## config.mk

```make
export PLATFORM = sky130hd
export DESIGN_NAME = mont_iter_core
export DESIGN_NICKNAME = d
export VERILOG_FILES = /design/src/rtl/mont_iter_core.sv
export SDC_FILE = /design/constraint.sdc
export NUM_CORES = 2
export LEC_CHECK = 0
export ABC_AREA = 1
export ABC_CLOCK_PERIOD_IN_PS = 20200
export BUFFER_PORTS_ARGS = -buffer_cell sky130_fd_sc_hd__buf_2
export CAP_MARGIN = 25
export CORE_AREA = 2 2 498 500
export CTS_BUF_LIST = sky130_fd_sc_hd__clkbuf_16
export CTS_CLUSTER_SIZE = 10
export DETAILED_ROUTE_END_ITERATION = 10
export DIE_AREA = 0 0 500 502
export PLACE_DENSITY = 0.59
export SYNTH_ARGS = -nofsm -noshare
export SYNTH_HDL_FRONTEND = slang
export SYNTH_SLANG_ARGS = --single-unit
```

## constraint.sdc

```tcl
create_clock -name i_clk -period 20.2 [get_ports i_clk]
set_input_delay 4.04 -clock i_clk [delete_from_list [all_inputs] [get_ports i_clk]]
set_output_delay 4.04 -clock i_clk [all_outputs]
set_load 0.01 [all_outputs]
```

## src/rtl/mont_iter_core.sv

```systemverilog
// Radix-2 bit-serial Montgomery iteration: T = A*B*2^-K_BITS mod M, left in [0, 2M).
// Produces one result every K_BITS+2 cycles for the downstream T - M subtractor.
module mont_iter_core #(
  parameter int K_BITS = 256
) (
  input  logic              i_clk,
  input  logic              i_rst,
  input  logic              i_start,
  input  logic [K_BITS-1:0] i_A,
  input  logic [K_BITS-1:0] i_B,
  input  logic [K_BITS-1:0] i_M,
  output logic              o_ready,
  output logic              o_busy,
  output logic              o_valid,
  output logic [K_BITS:0]   o_T,
  output logic [K_BITS:0]   o_M
);

  localparam int CW = (K_BITS > 1) ? $clog2(K_BITS) : 1;

  typedef enum logic [1:0] {IDLE, RUN, DONE} state_t;

  state_t              state;
  logic [CW-1:0]       cnt;
  logic [K_BITS-1:0]   a_sh;
  logic [K_BITS-1:0]   b_reg;
  logic [K_BITS-1:0]   m_reg;
  logic [K_BITS:0]     t_reg;
  logic [K_BITS:0]     t_next;
  logic                last_iter;

  // Intermediate sum is < 4M, so it needs K_BITS+2 bits before the halving shift.
  function automatic logic [K_BITS:0] mont_step(input logic [K_BITS:0]   t,
                                                input logic              a,
                                                input logic [K_BITS-1:0] b,
                                                input logic [K_BITS-1:0] m);
    logic              q;
    logic [K_BITS+1:0] sum;
    q   = t[0] ^ (a & b[0]);
    sum = {1'b0, t} + (a ? {2'b00, b} : '0) + (q ? {2'b00, m} : '0);
    return sum[K_BITS+1:1];
  endfunction

  assign t_next    = mont_step(t_reg, a_sh[0], b_reg, m_reg);
  assign last_iter = (cnt == CW'(K_BITS - 1));

  always_ff @(posedge i_clk) begin
    if (i_rst) begin
      state   <= IDLE;
      cnt     <= '0;
      t_reg   <= '0;
      m_reg   <= '0;
      o_ready <= 1'b1;
      o_busy  <= 1'b0;
      o_valid <= 1'b0;
    end else begin
      case (state)
        IDLE: begin
          o_valid <= 1'b0;
          if (i_start) begin
            a_sh    <= i_A;
            b_reg   <= i_B;
            m_reg   <= i_M;
            t_reg   <= '0;
            cnt     <= '0;
            o_ready <= 1'b0;
            o_busy  <= 1'b1;
            state   <= RUN;
          end
        end
        RUN: begin
          // A is consumed LSB first by shifting it down one bit per iteration.
          t_reg <= t_next;
          a_sh  <= a_sh >> 1;
          cnt   <= cnt + 1'b1;
          if (last_iter) begin
            o_valid <= 1'b1;
            state   <= DONE;
          end
        end
        DONE: begin
          o_valid <= 1'b0;
          o_ready <= 1'b1;
          o_busy  <= 1'b0;
          state   <= IDLE;
        end
        default: begin
          o_valid <= 1'b0;
          o_ready <= 1'b1;
          o_busy  <= 1'b0;
          state   <= IDLE;
        end
      endcase
    end
  end

  assign o_T = t_reg;
  assign o_M = {1'b0, m_reg};

endmodule

```

-- Word-level counts from Yosys, hierarchy flattened
Cells that the tools add are included.
- register bits after elaboration: 1038
- output and inout port bits: 517
- logic and storage cells: 44
- add/sub/neg operators: 3
- eq/ne operators: 4
- reductions and logical operators: 9
- bitwise logic cells: 4
- muxes and demuxes: 15
- operators with widths (kind ; count):
    256-bit 2-to-1 mux ; 3
    257-bit case mux with 2 select lines ; 1
    256-bit case mux with 2 select lines ; 1
    257-bit by 256-bit adder with 258-bit output ; 1
    258-bit by 256-bit adder with 258-bit output ; 1
    257-bit 2-to-1 mux ; 1
    8-bit case mux with 2 select lines ; 1
    8-bit by 1-bit adder with 8-bit output, second input constant ; 1
    8-bit equality test, second input constant ; 1
    8-bit 2-to-1 mux ; 1
    2-bit AND reduction ; 4
    3-bit AND reduction ; 2
    2-bit 2-to-1 mux ; 2
    2-bit inequality test, second input constant ; 2
    1-bit case mux with 2 select lines ; 2
    2-bit case mux with 2 select lines ; 1
    2-bit by 1-bit equality test with 1-bit output, second input constant ; 1
    2-bit logical NOT ; 1
    1-bit 2-to-1 mux ; 2
    1-bit inverter ; 2
    2-bit nonzero test ; 1
    2-bit OR reduction ; 1
    1-bit bitwise AND ; 1
    1-bit bitwise XOR ; 1

-- Logic depth before layout (Yosys ltp)
- depth in word-level cells: 5
- mapped depth: 29

-- Worst setup path before layout
Ideal clock, no wire load.
- path kind: input to register
- from: input port i_start
- to: register a_sh[0] (enable)
- cell stages on the path: 6
- setup time: 0.877 ns
- data arrival time: 15.369 ns
- setup slack: 3.954 ns
- cell sequence: nand2_1 -> nor2_1 -> nor2_1 -> buf_2 -> buf_2 -> nor2_1
- cells in the longest elaborated chain, start to end: 2
- ends and longest elaborated chain (item ; line ; text):
    start: declaration ; 8 ; input logic i_start,
    2-bit inequality test (no line) ; - ;
    3-bit AND reduction (no line) ; - ;
    end signal: assignment ; 61 ; a_sh <= i_A;
    end signal: assignment ; 74 ; a_sh <= a_sh >> 1;
    end: declaration ; 25 ; logic [K_BITS-1:0] a_sh;
Every way passes these cells.
A chain may end at the register's enable or synchronous reset.

-- Worst setup path after layout
- from: input port i_start
- to: register b_reg[150] (enable)
- cells in the longest elaborated chain, start to end: 1
- ends and longest elaborated chain (item ; line ; text):
    3-bit AND reduction (no line) ; - ;
    end signal: assignment ; 62 ; b_reg <= i_B;
    end: declaration ; 26 ; logic [K_BITS-1:0] b_reg;
Every way passes these cells.

==> summary.txt <==
Critical path
  • Worst reg-to-reg path cell count: 22
  • CP Class: primary input to flip-flop
  • Max incr delay on CP: 0.71 ns
  • Worst Path Required: 20.63 ns
  • Worst Setup End Kind: flip-flop
  • RR Endpoint: o_T[167]
  • Critical-path cell list: buf_2 > nand2_1 > nor2_4 > inv_8 > nor2_4 > buf_4 > buf_4 > buf_4
  • Slowest cell on crit path: buf_4
  • Reg2reg setup slack: 13.45 ns
  • Most frequent CP cell: buf_4
  • Worst-path fanout max: 69
  • Crit path DAT: 7.42 ns
  • FF-to-FF Start: a_sh[0]
  • Critical path startpoint category: primary input

Power
  • Internal Pwr Total: 4160 µW
  • Total power per unit cell area: 70.1 nW/µm²
  • Switch share: 35.8%
  • VDD IR-drop max: 89.8 µV
  • Overall Power: 6480 µW
  • Gate power share: 25.4%
  • LEAKAGE: 0.0521 µW
  • Sequential share of power: 39.1%
  • Clock power frac: 35.5%
  • Sw power: 2320 µW

Synth
  • Syn nets: 13,700
  • Synth Area per Inst: 6.32 µm²
  • Yosys cell types: 43
  • Syn Std Cell Area: 78,400 µm²
  • Main synth FF type: dfxtp_1
  • Asr flop ratio synth: 0%
  • Cell accounting for the most synthesized area: nand2_1
  • Cells after Synth: 12,400
  • Number of flops mapped to enable cells by yosys: 512
  • Yosys top cell area share: 24.0%
  • #FFs+latches synth: 1,038
  • Post-synthesis sequential area ratio: 33.0%
  • Ys Warns: 0
  • Largest cells by area after synthesis: nand2_1 24%, edfxtp_1 20%, dfxtp_1 13%, inv_1 12%, fa_1 6.5%

Hold path
  • Min-Delay Path Class: flip-flop to flip-flop
  • Hold Path Sink: cnt[7]
  • Worst Hold Depth: 2
  • Hold Crit Start: cnt[7]

Clock network
  • Clock latency on the worst-skew pair: 0.84 ns
  • Root buffer cell: clkbuf_16
  • Clk pin slew, worst setup/hold paths: 0.05 ns
  • CTS resizes: 0
  • Hold_buf cts: 0
  • Clk buf depth: 3
  • Htree depth: 4
  • Post CTS Setup Buffer Count: 0
  • CTS tree: built
  • CTS buffer count: 133
  • Clock Sinks: 1,038

Place
  • Port bufs: 1,286
  • DPL Wire Length: 370,000 µm
  • Gpl congestion: 1.08

Outcome
  • Status: finished clean

Floorplan
  • Core Rows: 182
  • Starting Density: 32.0%
  • Area of the core: 245,000 µm²
  • Die area: 251,000 µm²
  • Die height: 502 µm
  • Die width: 500 µm
  • # IOs: 1,288

Timing
  • RSZ-0062 raised after global routing: no
  • Max-slew violations: 0
  • Period utilization: 34.6%
  • Final hold violation count: 0
  • Post-route minimum period: 6.99 ns
  • Max Freq: 143 MHz
  • Setup_tns: 0 ns
  • Worst slew pin tran: 1.28 ns
  • Slew HR: 14.6%
  • Clk_skew: 0.0473 ns
  • Final setup vio count: 0

Detailed routing
  • Drc violations: 0
  • Remaining antenna violation count: 0
  • DR pass1 iterations: 8
  • Vias per Instance: 4.77
  • Total number of vias: 80,800
  • Routed wire per std cell: 25.3 µm
  • WL final: 428,000 µm
  • DR iter-0 viols: 7,836

Cells and area
  • Largest register FFs: 257
  • Layout cell share with drive strength beyond 1: 14.8%
  • Most common cell after layout, fill and taps aside: nand2_1
  • # fillers: 27,700
  • Fin nets: 14,900
  • Layout area overhead: 18.0%
  • Most frequent cells in the layout: 5,010 x nand2_1, 2,583 x inv_1, 1,286 x buf_2

Global routing
  • First-pass GRT wire length: 584,000 µm
  • Initial antenna violation count: 70
  • Grt ovf: 0
  • Vias in the first global route: 76,400
  • Largest net degree at the start of global routing: 178
  • Total Routing Usage GR: 33.1%

Job
  • Max cap viols: 0
-- worst max path at each step --
| stage | start | to | cells past startpoint |
|---|---|---|---|
| 2_1_floorplan | i_start | a_sh[0] | 6 |
| 3_3_place_gp | i_start | b_reg[150] | 8 |
| 3_5_place_dp | i_start | b_reg[152] | 8 |
| 4_1_cts | i_start | b_reg[157] | 8 |
| 5_1_grt | i_start | b_reg[157] | 8 |
| 6_report | i_start | b_reg[150] | 8 |
-- worst max-delay path: cells and delay by family --
| family | cells | cell delay, ns |
|---|---|---|
| buffers and inverters | 5 | 2.12 |
| AND/OR/NAND/NOR | 3 | 0.90 |
-- cell type report --
class | instances | area, µm² | share of cell area (%)
repair buffers | 1334 | 6870 | 7.43
clock buffers | 136 | 3400 | 3.68
multi-input cells | 8414 | 41500 | 44.8
diodes | 34 | 85.1 | 0.0920
inverters | 2659 | 10000 | 10.8
clock inverters | 100 | 709 | 0.767
well taps | 3220 | 4030 | 4.36
flip-flops and latches | 1038 | 25900 | 28.0
-- power by group through the flow --
stage / clock [µW] / sequential [µW] / combinational (µW)
floorplan: 0 / 2600 / 896
detailed placement: 0 / 2580 / 1630
CTS: 2350 / 2540 / 1640
global placement: 0 / 2580 / 1630
finish: 2300 / 2530 / 1640
global route: 2430 / 2550 / 1800
-- synth_stat cells (38+ instances only) --
cell         n
a21oi_1    531
clkbuf_1   245
dfxtp_1    526
edfxtp_1   512
fa_1       256
ha_1       258
inv_1     2526
inv_2      130
nand2_1   5011
nand2_2     55
nand3_1    349
nor2_1    1096
nor2_2     197
nor3_1      38
o21ai_0    372
or2_2       41
-- through the flow --
step                      instance area (µm²)  hold slack [ns]  utilization (%)  setup WS (ns)  std cells
after floorplan                         78400            0.439                -           3.95      12400
after global placement                  88200            0.457             36.0          12.48      16700
after detailed placement                88200            0.464             36.0          12.39      16700
after CTS                               92300            0.474             37.7          13.26      16900
after global routing                    92400            0.491             37.7          13.07      16900
final                                   92500            0.482             37.7          13.21      16900
-- per-layer routing --
| layer | global-route usage [%] | wire length, µm |
|---|---|---|
| met1 | 43.4 | 184000 |
| met2 | 54.0 | 195000 |
| met3 | 6.09 | 31300 |
| met4 | 12.4 | 17700 |
| met5 | 0 | 385 |
-- cell families after synthesis --
family                   Yosys count  share of synthesized area [%]
buffers and inverters           2943                           14.1
AND/OR/NAND/NOR                 6960                           36.0
AO/OA/AOI/OAI                    939                           6.12
other                              1                        0.00478
flip-flops                      1038                           33.0
adder cells (fa/ha/maj)          514                           10.7
Note: power is estimated with default switching activity, not from simulation.
